### src/rtl/priority_rr_arbiter.sv
// priority_rr_arbiter: 16-way fixed/round-robin arbiter with done handshake and hold timeout
module priority_rr_arbiter #(
  parameter int unsigned MAX_HOLD = 16
) (
  input  logic        clk,
  input  logic        rst,
  input  logic [15:0] req,
  input  logic        rr_mode,
  input  logic        done,
  output logic [15:0] gnt,
  output logic        gnt_valid,
  output logic [7:0]  gnt_code,
  output logic        timeout
);
  localparam int HW = (MAX_HOLD > 0) ? $clog2(MAX_HOLD + 1) : 1;
  localparam logic [HW-1:0] HOLD_LAST = HW'(MAX_HOLD - 1);
  typedef enum logic {IDLE, GRANT} state_t;
  state_t state_q, state_d;
  logic [15:0] gnt_q, gnt_d;
  logic [7:0] code_q, code_d;
  logic [3:0] last_q, last_d;
  logic [HW-1:0] hold_q, hold_d;
  logic timeout_q, timeout_d;
  logic [3:0] fp_idx, rr_idx, win;
  logic rr_hit, rel_a, rel_b, rel_c;
  always_comb begin
    fp_idx = 4'd0;
    rr_idx = 4'd0;
    rr_hit = 1'b0;
    for (int i = 0; i < 16; i++) begin
      if (req[i]) fp_idx = 4'(i);
      if (req[i] && 4'(i) < last_q) begin
        rr_idx = 4'(i);
        rr_hit = 1'b1;
      end
    end
    win = (rr_mode && rr_hit) ? rr_idx : fp_idx;
  end
  // last_q always equals the current owner while in GRANT
  assign rel_a = done;
  assign rel_b = !req[last_q];
  assign rel_c = (MAX_HOLD != 0) && (hold_q == HOLD_LAST);
  always_comb begin
    state_d = state_q;
    gnt_d = gnt_q;
    code_d = code_q;
    last_d = last_q;
    hold_d = hold_q;
    timeout_d = 1'b0;
    if (state_q == IDLE) begin
      if (|req) begin
        state_d = GRANT;
        gnt_d = 16'd1 << win;
        code_d = {4'b0, win};
        last_d = win;
        hold_d = '0;
      end
    end else if (rel_a || rel_b || rel_c) begin
      state_d = IDLE;
      gnt_d = '0;
      code_d = 8'hF0;
      hold_d = '0;
      timeout_d = rel_c && !rel_a && !rel_b;
    end else begin
      hold_d = (&hold_q) ? hold_q : hold_q + 1'b1;
    end
  end
  always_ff @(posedge clk) begin
    if (rst) begin
      state_q <= IDLE;
      gnt_q <= '0;
      code_q <= 8'hF0;
      last_q <= '0;
      hold_q <= '0;
      timeout_q <= 1'b0;
    end else begin
      state_q <= state_d;
      gnt_q <= gnt_d;
      code_q <= code_d;
      last_q <= last_d;
      hold_q <= hold_d;
      timeout_q <= timeout_d;
    end
  end
  assign gnt = gnt_q;
  assign gnt_valid = |gnt_q;
  assign gnt_code = code_q;
  assign timeout = timeout_q;
endmodule

### config.mk
export PLATFORM = sky130hd
export DESIGN_NAME = priority_rr_arbiter
export DESIGN_NICKNAME = d
export VERILOG_FILES = /design/src/rtl/priority_rr_arbiter.sv
export SDC_FILE = /design/constraint.sdc
export NUM_CORES = 1
export LEC_CHECK = 0
export ABC_AREA = 1
export CORE_MARGIN = 2
export CORE_UTILIZATION = 45
export DETAILED_ROUTE_END_ITERATION = 8
export HOLD_SLACK_MARGIN = 0.1
export PLACE_DENSITY = 0.73
export SKIP_LAST_GASP = 1
export SLEW_MARGIN = 30
export SYNTH_ARGS = -nofsm -noshare
export SYNTH_HDL_FRONTEND = slang
export SYNTH_SLANG_ARGS = --single-unit
### constraint.sdc
create_clock -name clk -period 4 [get_ports clk]
set_input_delay 0.8 -clock clk [delete_from_list [all_inputs] [get_ports clk]]
set_output_delay 0.8 -clock clk [all_outputs]
set_load 0.005 [all_outputs]
==> flow_metrics.tcl <==
set metrics [dict create \
    cts_tree "built" \
    cts_setup_buffers 0 \
    end_kind "flop" \
    io_pins 46 \
    routed-wl-met2_mm 2.08 \
    final_nets 370 \
    synth_cells 303 \
    cts_resized 0 \
    ys.flop_type "dfxtp_1" \
    crit_fanout 7 \
    arrival_ns 2.78 \
    status "complete, no violations" \
    setup_ws_ns 1.38 \
    met1_length_mm 2.31 \
    first_iter_violations 166 \
    numPlacedInstances 392 \
    grt_pass1_wl_mm 8.55 \
    routed.top_layer "met4" \
    drv_cap 0 \
    antenna_cells 0 \
    globalplace.congestion 0.977 \
    hold_class "reg2reg" \
    clkSinkCount 32 \
    ys_seq_area_share_pct 32.1 \
    die_w_um 70.6 \
    critical_path_class "in2reg" \
    fin_crit_ns 2.62 \
    ys_ff_latch 32 \
    stdcell_count 399 \
    antenna_found_initial 0 \
    fp.dieH_um 70.6 \
    cts_buffers 5 \
    drtPass1Iterations 5 \
    initial_core_util_pct 46.1 \
    final_antenna_net_count 0 \
    grt_max_degree 19 \
    tns_ns 0 \
    dr_wl_met3_um 451 \
    h-tree-depth 2 \
    num_vias 2061 \
    synth_edf_count 0 \
    syn_area_um2 1990 \
    yosys_warnings 0 \
    tightest_slew_ns 0.502 \
    finClkSkew_ns 0.00392 \
    synth.net_count 326 \
    finalPower_w 0.000968 \
    cts_hold_buf 0 \
    path_clk_slew_ns 0.06 \
    async_reset_ff_share_pct 0 \
    port_buffers 45 \
    pre_cts_ws_ns 1.11 \
    clock-root-buffer "clkbuf_8" \
    vias_per_cell 5.17 \
    rsz0062_at_grt "no" \
    crit_path_start_kind "primary input" \
    power.density_nw_per_um2 380 \
    drive_gt1_share_pct 12.4 \
    ir_worst_vdd_mv 0.228 \
    grt_overflow 0 \
    ys_types 35 \
    routedWlPerCell_um 12.2 \
    grtUsageTotal_pct 21.3 \
    n_fill_cell 425 \
    drc_errors 0 \
    slew_headroom_pct 66.5 \
    setup_violations 0 \
    rows 24 \
    hpwl_mm 3.89 \
    slew_violations 0 \
    core_area_um2 4320 \
    dieArea_um2 4980 \
    grt_pass1_vias 1837 \
    power_leakage_nw 1.08 \
    hold_viol 0 \
    routed_wl_mm 4.87 \
    fin_crit_sh_pct 65.5 \
    crit_required_ns 4.16 \
    avgSynthCellArea_um2 6.58 \
    fmax_ghz 0.381 \
    clock_latency_ns 0.28 \
    area_growth_pct 27.6 \
    clk_path_buf_depth 2 \
]
[layer usage]
metal | vias to the layer above | GRT usage [%]
li1 | 1074 | -
met1 | 909 | 31.5
met2 | 74 | 30.0
met3 | 4 | 8.83
met4 | 0 | 2.52
met5 | - | 0
[kinds of logic (layout without fill, tap and decap cells)]
group / count (synthesis) / count (layout) / share of synthesized area [%]
simple gates: 141 / 141 / 34.0
xor+xnor: 1 / 1 / 0.440
buf+inv: 64 / 108 / 13.7
flops: 32 / 32 / 32.1
compound gates: 62 / 62 / 17.9
fa+ha+maj: 3 / 3 / 1.88
[state kept, by name, indices dropped and copies added, names as in the netlist]
register / flops
hold_q: 5
timeout: 1
gnt: 16
gnt_code: 5
last_q: 4
state_q: 1
[power breakdown]
group	internal [W]	total [W]	switching, W	leakage, nW
clock network	0.000153	0.000263	0.000110	0.0503
registers	0.000344	0.000378	0.0000346	0.261
logic	0.000141	0.000326	0.000184	0.766
total	0.000638	0.000968	0.000330	1.08
[Yosys cell counts, types with 2 or more instances]
| master | number | area [um^2] |
|---|---|---|
| nand3_2 | 3 | 30.0 |
| nand4_1 | 4 | 25.0 |
| o21ai_2 | 2 | 17.5 |
| buf_4 | 4 | 30.0 |
| nand2_1 | 61 | 229 |
| dfxtp_1 | 32 | 641 |
| o21ai_0 | 15 | 75.1 |
| nor2_1 | 28 | 105 |
| a31oi_1 | 2 | 12.5 |
| o211ai_1 | 2 | 15.0 |
| nor3_2 | 2 | 20.0 |
| a21oi_1 | 18 | 90.1 |
| nor4_1 | 4 | 25.0 |
| inv_1 | 47 | 176 |
| o21ai_1 | 5 | 25.0 |
| nand2_2 | 8 | 50.1 |
| nand3_1 | 16 | 80.1 |
| ha_1 | 3 | 37.5 |
| o22ai_1 | 15 | 93.8 |
| nand2_4 | 2 | 22.5 |
| nor3_1 | 3 | 15.0 |
| inv_2 | 8 | 30.0 |
| buf_6 | 2 | 22.5 |
| nor2_2 | 6 | 37.5 |
[critical path, cell delays in order]
cell and delay [ns]:
clkdlybuf4s50_1 0.49, or4_1 0.51, nor3_1 0.17, nor2_1 0.10, inv_2 0.14, nand2_2 0.08, inv_2 0.12, nand2_4 0.08
clkinv_2 0.07, nor2_1 0.05, xor2_1 0.13, nor2_1 0.05
[layout by cell type (no fill, tap or decap), types with 3 or more instances in the layout]
master / instances
nor2_1: 28
inv_2: 8
nand3_1: 16
nor2_2: 6
nand2_1: 61
o21ai_0: 15
o22ai_1: 15
clkdlybuf4s50_1: 45
a21oi_1: 18
nor3_1: 3
ha_1: 3
nand4_1: 4
dfxtp_1: 32
nor4_1: 4
nand2_2: 8
clkbuf_8: 7
inv_1: 47
nand3_2: 3
o21ai_1: 5
[area by class of cell]
cell class / instances / area [um^2] / share of cell area (%)
Tap cell: 52 / 65.1 / 2.56
Multi-Input combinational cell: 207 / 1080 / 42.4
Inverter: 56 / 211 / 8.31
Clock buffer: 7 / 96.3 / 3.79
Timing Repair Buffer: 45 / 450 / 17.7
Sequential cell: 32 / 641 / 25.2
[stage by stage]
step                utilization (%)  hold WS (ns)  cell area [um^2]
CTS                            58.8         0.469              2540
global route                   58.8         0.497              2540
detailed placement             56.6         0.458              2450
finish                         58.8         0.463              2540
global placement               56.6         0.451              2450
floorplan                         -         0.455              1990
[path summary, 6_finish.rpt]
check,depth (start not counted),from,endpoint,slack (ns)
min reg2reg,2,gnt_code[1],gnt_code[1],0.46
max,12,req[2],hold_q[3],1.38
max reg2reg,12,last_q[1],gnt[12],1.63
min,2,gnt_code[1],gnt_code[1],0.46
Note: power is estimated with default switching activity, not from simulation.
